===== config.mk =====
export PLATFORM = sky130hd
export DESIGN_NAME = result_accumulator
export DESIGN_NICKNAME = d
export VERILOG_FILES = /design/src/rtl/datapath_pkg.sv /design/src/rtl/acc_saturate.sv /design/src/rtl/result_accumulator.sv
export SDC_FILE = /design/constraint.sdc
export NUM_CORES = 1
export LEC_CHECK = 0
export ABC_AREA = 1
export CORE_AREA = 4 4 86 80
export DETAILED_ROUTE_END_ITERATION = 8
export DIE_AREA = 0 0 90 84
export GPL_TIMING_DRIVEN = 0
export PLACE_DENSITY = 0.8
export SKIP_CTS_REPAIR_TIMING = 1
export SLEW_MARGIN = 20
export SYNTH_ARGS = -nofsm -noshare
export SYNTH_HDL_FRONTEND = slang
export SYNTH_HIERARCHICAL = 1
export SYNTH_SLANG_ARGS = --single-unit

===== constraint.sdc =====
create_clock -name clk -period 5.2 [get_ports clk]
set_clock_uncertainty 0.15 [all_clocks]
set_input_delay 0.78 -clock clk [delete_from_list [all_inputs] [get_ports clk]]
set_output_delay 0.78 -clock clk [all_outputs]
set_load 0.01 [all_outputs]

===== src/rtl/datapath_pkg.sv =====
// rtl/datapath_pkg.sv - shared types and sizing for the result accumulator
package datapath_pkg;

   typedef enum logic [1:0] {
      IDLE  = 2'd0,
      ACCUM = 2'd1,
      EMIT  = 2'd2
   } state_t;

   localparam int N_DEFAULT     = 16;
   localparam int BATCH_DEFAULT = 4;

   // Wide enough that BATCH full-scale results can never overflow the sum
   function automatic int acc_width(input int n, input int batch);
      return n + $clog2(batch);
   endfunction

endpackage


===== src/rtl/acc_saturate.sv =====
// rtl/acc_saturate.sv - clips a wide signed accumulator into N signed bits
module acc_saturate #(
   parameter int ACC_W = 18,
   parameter int N     = 16
) (
   input  logic signed [ACC_W-1:0] acc,
   output logic signed [N-1:0]     sum,
   output logic                    sat
);

   logic [ACC_W-N:0] upper;

   // In range only when every bit above the result's sign bit copies it
   always_comb begin
      upper = acc[ACC_W-1:N-1];
      sat   = !((upper == '0) || (upper == '1));
      if (!sat)
         sum = acc[N-1:0];
      else if (acc[ACC_W-1])
         sum = {1'b1, {(N-1){1'b0}}};
      else
         sum = {1'b0, {(N-1){1'b1}}};
   end

endmodule


===== src/rtl/result_accumulator.sv =====
// rtl/result_accumulator.sv - sums batches of datapath results with saturation
module result_accumulator
   import datapath_pkg::*;
#(
   parameter  int N     = N_DEFAULT,
   parameter  int BATCH = BATCH_DEFAULT,
   localparam int ACC_W = acc_width(N, BATCH),
   localparam int CNT_W = $clog2(BATCH) + 1
) (
   input  logic                    clk,
   input  logic                    rst,
   input  logic                    in_valid,
   output logic                    in_ready,
   input  logic signed [N-1:0]     Y,
   input  logic                    co,
   input  logic                    flush,
   output logic                    out_valid,
   input  logic                    out_ready,
   output logic signed [N-1:0]     out_sum,
   output logic                    out_sat,
   output logic [CNT_W-1:0]        out_cnt,
   output logic [CNT_W-1:0]        out_carries
);

   state_t                   state, state_next;
   logic signed [ACC_W-1:0]  acc, acc_next, y_ext;
   logic [CNT_W-1:0]         cnt, cnt_next;
   logic [CNT_W-1:0]         carries, carries_next;
   logic                     accept;
   logic signed [N-1:0]      sat_sum;
   logic                     sat_flag;

   assign y_ext  = {{(ACC_W-N){Y[N-1]}}, Y};
   assign accept = in_valid && in_ready;

   // Saturate the value the accumulator is about to hold, so it can be
   // captured into the output registers on the same edge that enters EMIT
   acc_saturate #(
      .ACC_W (ACC_W),
      .N     (N)
   ) u_sat (
      .acc (acc_next),
      .sum (sat_sum),
      .sat (sat_flag)
   );

   // State, accumulator and counters; outputs captured on entry to EMIT
   always_ff @(posedge clk) begin
      if (rst) begin
         state       <= IDLE;
         acc         <= '0;
         cnt         <= '0;
         carries     <= '0;
         out_sum     <= '0;
         out_sat     <= 1'b0;
         out_cnt     <= '0;
         out_carries <= '0;
      end else begin
         state   <= state_next;
         acc     <= acc_next;
         cnt     <= cnt_next;
         carries <= carries_next;
         if (state != EMIT && state_next == EMIT) begin
            out_sum     <= sat_sum;
            out_sat     <= sat_flag;
            out_cnt     <= cnt_next;
            out_carries <= carries_next;
         end
      end
   end

   // Next state and next accumulator/counter values
   always_comb begin
      state_next   = state;
      acc_next     = acc;
      cnt_next     = cnt;
      carries_next = carries;
      case (state)
         IDLE, ACCUM: begin
            if (accept) begin
               if (state == IDLE) begin
                  acc_next     = y_ext;
                  cnt_next     = CNT_W'(1);
                  carries_next = CNT_W'(co);
               end else begin
                  acc_next     = acc + y_ext;
                  cnt_next     = cnt + CNT_W'(1);
                  carries_next = carries + CNT_W'(co);
               end
            end
            // A lone flush in IDLE has nothing to emit and is dropped
            if (accept || state == ACCUM) begin
               if (cnt_next == CNT_W'(BATCH) || flush)
                  state_next = EMIT;
               else
                  state_next = ACCUM;
            end
         end
         EMIT: begin
            if (out_ready) begin
               state_next   = IDLE;
               acc_next     = '0;
               cnt_next     = '0;
               carries_next = '0;
            end
         end
         default: state_next = IDLE;
      endcase
   end

   // Handshake outputs decoded from state; no accept while emitting
   always_comb begin
      in_ready  = (state != EMIT);
      out_valid = (state == EMIT);
   end

endmodule


==> results of run 1 <==
-- final cells by class --
type                    count  area, sq um  share of cell area
clock buffers               5         68.8              0.0166
well taps                  72         90.1              0.0217
plain buffers              23          130              0.0314
repair buffers             45          450               0.109
flip-flops and latches     49          981               0.237
inverters                  50          189              0.0456
multi-input cells         449         2170               0.523
clock inverters             3         68.8              0.0166
-- power groups by stage --
stage	registers, mW	clock network [mW]	logic (mW)
CTS	0.428	0.331	0.384
global placement	0.436	0	0.373
finish	0.428	0.331	0.388
detailed placement	0.437	0	0.381
global route	0.432	0.346	0.436
floorplan	0.437	0	0.262
-- worst max-delay path: cells and delay by family --
family	cells	cell delay [ns]
buffers and inverters	2	0.71
adders and majority gates	2	0.48
and+or+nand+nor	14	1.15
AOI/OAI and AO/OA	3	0.73
-- stage by stage --
stage | total power [mW] | std cells | utilization | hold slack [ns] | worst slack (ns)
finish | 1.15 | 696 | 0.694 | 0.321 | 1.38
global route | 1.21 | 696 | 0.694 | 0.340 | 1.06
global placement | 0.808 | 688 | 0.671 | 0.303 | 1.15
detailed placement | 0.818 | 688 | 0.671 | 0.307 | 1.08
floorplan | 0.699 | 571 | - | 0.333 | 2.10
CTS | 1.14 | 696 | 0.694 | 0.323 | 1.40
-- state kept, by name, summed over array words and instances (netlist names) --
signal / flops
acc: 18
out_sum: 16
carries: 3
cnt: 3
out_carries: 3
out_cnt: 3
state: 2
out_sat: 1
-- per-layer routing --
metal,share of wire,global-route usage
met5,0,0
met3,0.054,0.0352
met2,0.48,0.432
met1,0.46,0.339
met4,0.0094,0.0584
-- final timing paths --
kind,startpoint,depth (start not counted),end,slack [ns]
worst max-delay path,Y[0],21,out_sum[11]$_SDFFE_PP0P_,1.38
worst min register to register,out_carries[2]$_SDFFE_PP0P_,2,out_carries[2]$_SDFFE_PP0P_,0.32
worst min-delay path,out_carries[2]$_SDFFE_PP0P_,2,out_carries[2]$_SDFFE_PP0P_,0.32
worst max register to register,acc[0]$_SDFF_PP0_,20,out_sum[11]$_SDFFE_PP0P_,1.96
-- kinds of logic after synthesis --
group	Yosys count
buf+inv	73
fa+ha+maj	21
simple gates	310
flops	49
compound gates	113
xor+xnor	5
-- cell usage in the layout (no fill, tap or decap), types with 5 or more instances in the layout --
cell	count
a21oi_1	71
buf_6	5
clkbuf_1	14
clkbuf_8	5
clkdlybuf4s50_1	45
dfxtp_1	49
ha_1	20
inv_1	43
inv_2	6
nand2_1	221
nand3_1	24
nor2_1	48
o211ai_1	11
o21ai_0	22
==> metrics.md, run 1 <==
| Metric | Value |
|---|---|
| Vias in the first global route | `roughly 3,500` |
| CTS max path bufs | `2` |
| Slew Viols, Final | `0` |
| Main flop type after synthesis | `dfxtp_1` |
| Area Growth Syn to Fin | `19.5%` |
| Ratio of cells with drive above 1 in the final layout | `0.0561` |
| Sequential Power Share | `0.374` |
| Largest family of logic cells by synthesized area | `simple AND/OR/NAND/NOR gates` |
| CP cell instances | `clkdlybuf4s50_1 > ha_1 > fa_1 > nand2_1 > o21ai_0 > nand2_1 > nand2_1 > nand2_1 > nand2_1 > nand2_1 > nand2_1 > nand2_1 > nand2_1 > nand2_1 > nand2_1 > nand2_1 > o21ai_2 > buf_4 > nand2_1 > nand2_1 > a21oi_1` |
| Synth async-reset ratio | `0` |
| Critical Path RT | `5.23 ns` |
| I/O pin count | `47` |
| Largest net degree at the start of global routing | `17` |
| Gr ovfl total | `0` |
| Yosys warning count | `6` |
| Clk network pwr share | `0.288` |
| PortBufs | `45` |
| Crit Path Class | `input port to flip-flop` |
| All-Layer GR Usage | `0.253` |
| Sw Ratio | `0.343` |
| Clock period minus worst slack | `3.82 ns` |
| CP endpoint kind | `flip-flop` |
| Worst IR Drop VDD | `0.182 mV` |
| Multiplexer share of the synthesized area | `0` |
| Top post-synthesis cells by area | `dfxtp_1, nand2_1, a21oi_1` |
| DRT iter0 DRCs | `253` |
| Placement Cell Area | `4010 sq um` |
| Synth Cell Area | `3470 sq um` |
| Post-DR wirelength/cell | `13.6 um` |
| Crit start category | `input port` |
| Most used cell along the critical path | `nand2_1` |
| Setup TNS | `0 ns` |
| PwrDens | `276 nW/um^2` |
| CTS tree | `done` |
| Die height | `around 84 um` |
| Avg Cell Area, Syn | `6.08 sq um` |
| Seq/Total Area, Yosys | `0.283` |
| Hold crit path type | `flip-flop to flip-flop` |
| Least-Margin Pin Slew | `0.566 ns` |
| GPL Wtd Cong | `0.874` |
| Fill count | `542` |
| Simple-Gate Fraction of Synth Area | `0.357` |
| Number of setup violations in the final report | `0` |
| Slew margin rel. | `0.623` |
| #FFs+latches synth | `between 40 and 50` |
| CTS Buf Count | `5` |
| Drt first pass iters | `5` |
| Comb power frac | `0.338` |
| Critical path peak fanout | `10` |
| Initial antenna violation count | `0` |
| H-tree depth | `2` |
| Post-synth EDFFs | `0` |
| Syn Nets | `614` |
| DR vias | `3,834` |
| Sw Pwr | `between 0.3 and 0.4 mW` |
| Die ar. | `7560 sq um` |
| Clock sink count | `49` |
| Via density | `5.51` |
| Post-DP HPWL | `7.60 mm` |
| Std cell rows | `27` |
| Post-synthesis compound-gate area fraction | `0.178` |
| Max Cap Viol | `0` |
| Synth cell types | `35` |
| Leak | `slightly below 2 nW` |
| DRC | `0` |
| Post-layout instance area | `4150 sq um` |
| Final hold violations | `0` |
| Clock transition at path regs | `about 0.090 ns` |
| Synth top area share | `0.283` |
| Max frequency | `0.262 GHz` |
| Die W | `90 um` |
| Slowest cell on crit path | `clkdlybuf4s50_1` |
| First-pass GRT wire length | `15.9 mm` |
| Final nets | `666` |
| Synth area leader | `dfxtp_1` |
| Fin crit share | `0.735` |
| Cell count after synthesis | `571` |
| Clk_lat worst skew | `0.31 ns` |
| Post-Synth XOR/XNOR Area | `0.0126` |
| Core area | `roughly 6000 sq um` |
| Root buffer cell | `clkbuf_8` |
| Most common cell in the synthesized netlist | `nand2_1` |
| Initial Util | `0.580` |
| Worst EP arrival | `between 3 and 4 ns` |
| Diode count | `0` |
| Adder-Cell Fraction of Synth Area | `0.0779` |
| P_int | `0.753 mW` |
| Routed Antenna Nets | `0` |
| DRT Wirelength | `~9.5 mm` |
| Most frequent cells after synthesis | `nand2_1, a21oi_1, dfxtp_1` |
| CP max stage delay | `0.48 ns` |
| Unrepaired setup endpoints after global routing | `no` |
| Status | `complete, no violations` |
No activity file was read; power rests on OpenSTA's default activity.
==> run 2, diff against run 1 <==
--- a/config.mk
+++ b/config.mk
@@ -6,11 +6,11 @@
 export NUM_CORES = 1
 export LEC_CHECK = 0
 export ABC_AREA = 1
-export CORE_AREA = 4 4 86 80
+export CORE_AREA = 4 4 93 87
 export DETAILED_ROUTE_END_ITERATION = 8
-export DIE_AREA = 0 0 90 84
+export DIE_AREA = 0 0 97 91
 export GPL_TIMING_DRIVEN = 0
-export PLACE_DENSITY = 0.8
+export PLACE_DENSITY = 0.71
 export SKIP_CTS_REPAIR_TIMING = 1
 export SLEW_MARGIN = 20
 export SYNTH_ARGS = -nofsm -noshare
==> constraint.sdc (replaced) <==
create_clock -name clk -period 3.2 [get_ports clk]
set_clock_uncertainty 0.15 [all_clocks]
set_input_delay 0.48 -clock clk [delete_from_list [all_inputs] [get_ports clk]]
set_output_delay 0.48 -clock clk [all_outputs]
set_load 0.01 [all_outputs]
==> metrics.md, run 2 (synthesized netlist as in run 1, its figures left out) <==
| Metric | Value |
|---|---|
| Max frequency | `0.328 GHz` |
| Max Cap Viol | `0 (unchanged)` |
| Worst IR Drop VDD | `0.260 mV (+43%)` |
| Hold crit path type | `flip-flop to flip-flop` |
| Setup TNS | `0 ns (unchanged)` |
| Worst EP arrival | `3.07 ns (-0.79 ns)` |
| GPL Wtd Cong | `0.889 (+1.8%)` |
| FF-to-FF setup slack | `0.45 ns (-1.51 ns)` |
| Die W | `97 um (+7.8%)` |
| Min-Delay Startpoint | `out_sum[13]$_SDFFE_PP0P_` |
| H-tree depth | `2 (unchanged)` |
| Diode count | `0 (unchanged)` |
| Initial antenna violation count | `0 (unchanged)` |
| Vias in the first global route | `3,500 (-0.46%)` |
| PwrDens | `425 nW/um^2 (+54%)` |
| PortBufs | `45 (unchanged)` |
| DRC | `0 (unchanged)` |
| Final nets | `674 (+1.2%)` |
| Fin crit share | `0.953` |
| Std cell rows | `29 (+7.4%)` |
| CP endpoint kind | `flip-flop` |
| Post-DP HPWL | `7.62 mm (+0.31%)` |
| Critical Path RT | `3.22 ns (-2.01 ns)` |
| Fill count | `668 (+23%)` |
| Status | `complete, no violations` |
| Worst hold stages | `2 (unchanged)` |
| Post-DR wirelength/cell | `13.3 um (-2.3%)` |
| Via density | `5.25 (-4.8%)` |
| Drt first pass iters | `5 (unchanged)` |
| Ratio of cells with drive above 1 in the final layout | `0.0981 (+0.0420)` |
| Final hold violations | `0 (unchanged)` |
| Initial Util | `0.495 (-0.0848)` |
| Core area | `7000 sq um (+17%)` |
| Leak | `2.00 nW (+2.1%)` |
| Area Growth Syn to Fin | `24.7%` |
| FF-to-FF path depth | `19 (-5.0%)` |
| Critical path peak fanout | `10 (unchanged)` |
| DRT iter0 DRCs | `190 (-25%)` |
| R2R Path Start | `acc[0]$_SDFF_PP0_` |
| Routed Antenna Nets | `0 (unchanged)` |
| Biggest register | `acc` |
| Clock sink count | `49 (unchanged)` |
| Clk_lat worst skew | `0.30 ns (about the same)` |
| Clock period minus worst slack | `3.05 ns` |
| I/O pin count | `47 (unchanged)` |
| Reg-to-reg endpoint | `out_sum[11]$_SDFFE_PP0P_` |
| Slew Viols, Final | `0 (unchanged)` |
| Dpl ws | `-0.638 ns (-1.72 ns)` |
| DR vias | `3,804 (-0.78%)` |
| Commonest non-fill, non-tap cell in the layout | `nand2_1` |
| Gr ovfl total | `0 (unchanged)` |
| Largest net degree at the start of global routing | `16 (-1)` |
| CTS max path bufs | `2 (unchanged)` |
| Die ar. | `8830 sq um (+17%)` |
| Root buffer cell | `clkbuf_8` |
| First-pass GRT wire length | `15.9 mm (about the same)` |
| CTS Buf Count | `5 (unchanged)` |
| Crit Path Class | `input port to flip-flop` |
| Largest regs | `acc (18), out_sum (16)` |
| Number of setup violations in the final report | `0 (unchanged)` |
| Crit start category | `input port` |
| Setup ws final | `0.152 ns (-1.23 ns)` |
| All-Layer GR Usage | `0.213 (-0.0404)` |
| Clock transition at path regs | `0.09 ns (about the same)` |
| Worst Hold Endpoint | `out_sum[13]$_SDFFE_PP0P_` |
| Most frequent cells in the layout | `nand2_1, a21oi_1, dfxtp_1, nor2_1, clkdlybuf4s50_1` |
| Max reg flops | `18 (unchanged)` |
| CTS tree | `done` |
| DRT Wirelength | `9.63 mm (+1.8%)` |
| Slew margin rel. | `0.623 (about the same)` |
| Die height | `91 um (+8.3%)` |
| Least-Margin Pin Slew | `0.565 ns (-0.000691 ns)` |
run 2: cell type report:
type / count / area, sq um / share of cell area
Inverter: 50 / 189 / 0.0437
Multi-Input combinational cell: 449 / 2280 / 0.527
Sequential cell: 49 / 981 / 0.227
Clock inverter: 2 / 37.5 / 0.00867
Tap cell: 93 / 116 / 0.0269
Clock buffer: 6 / 82.6 / 0.0191
Timing Repair Buffer: 53 / 510 / 0.118
Buffer: 23 / 130 / 0.0301
run 2: power by group:
part	switching [mW]	internal, mW
Sequential	0.0389	0.659
Clock	0.206	0.254
Combinational	0.398	0.284
run 2: routing by layer:
layer / vias to the layer above / wire length (um) / track usage
li1: 1963 / - / -
met1: 1739 / 4600 / 0.281
met2: 96 / 4500 / 0.372
met3: 6 / 491 / 0.0421
met4: 0 / 39 / 0.0222
met5: - / 0 / 0
run 2: metrics by stage:
| stage | util | hold WS (ns) | power [mW] | cell area, sq um | instances |
|---|---|---|---|---|---|
| floorplan | - | 0.333 | 1.14 | 3470 | 571 |
| global placement | 0.576 | 0.304 | 1.32 | 4040 | 709 |
| detailed placement | 0.576 | 0.305 | 1.33 | 4040 | 709 |
| CTS | 0.594 | 0.320 | 1.78 | 4160 | 717 |
| global route | 0.618 | 0.340 | 1.97 | 4330 | 725 |
| finish | 0.618 | 0.315 | 1.84 | 4330 | 725 |
run 2: critical path: stages:
cell             delay (ns)
clkdlybuf4s50_1        0.49
ha_4                   0.33
nand2_1                0.10
nor2_1                 0.13
nand3_1                0.14
nand2_2                0.13
nand3_1                0.10
nand2_1                0.07
nand2_1                0.04
nand2_1                0.06
nand2_1                0.05
nand2_1                0.07
nand2_1                0.05
nand2_1                0.11
nand2_2                0.11
o21ai_4                0.19
buf_4                  0.19
nand2_1                0.07
nand2_1                0.09
a21oi_2                0.05
run 2: worst max-delay path by stage:
stage / start / cells after the start / slack [ns] / end
after floorplan: Y[0] / 19 / 0.40 / out_sum[4]$_SDFFE_PP0P_
after global placement: Y[0] / 21 / -0.61 / out_sum[10]$_SDFFE_PP0P_
after detailed placement: Y[0] / 21 / -0.64 / out_sum[4]$_SDFFE_PP0P_
after CTS: Y[0] / 21 / -0.33 / out_sum[8]$_SDFFE_PP0P_
after global routing: Y[4] / 20 / -0.02 / out_sum[13]$_SDFFE_PP0P_
final: Y[4] / 20 / 0.15 / out_sum[11]$_SDFFE_PP0P_
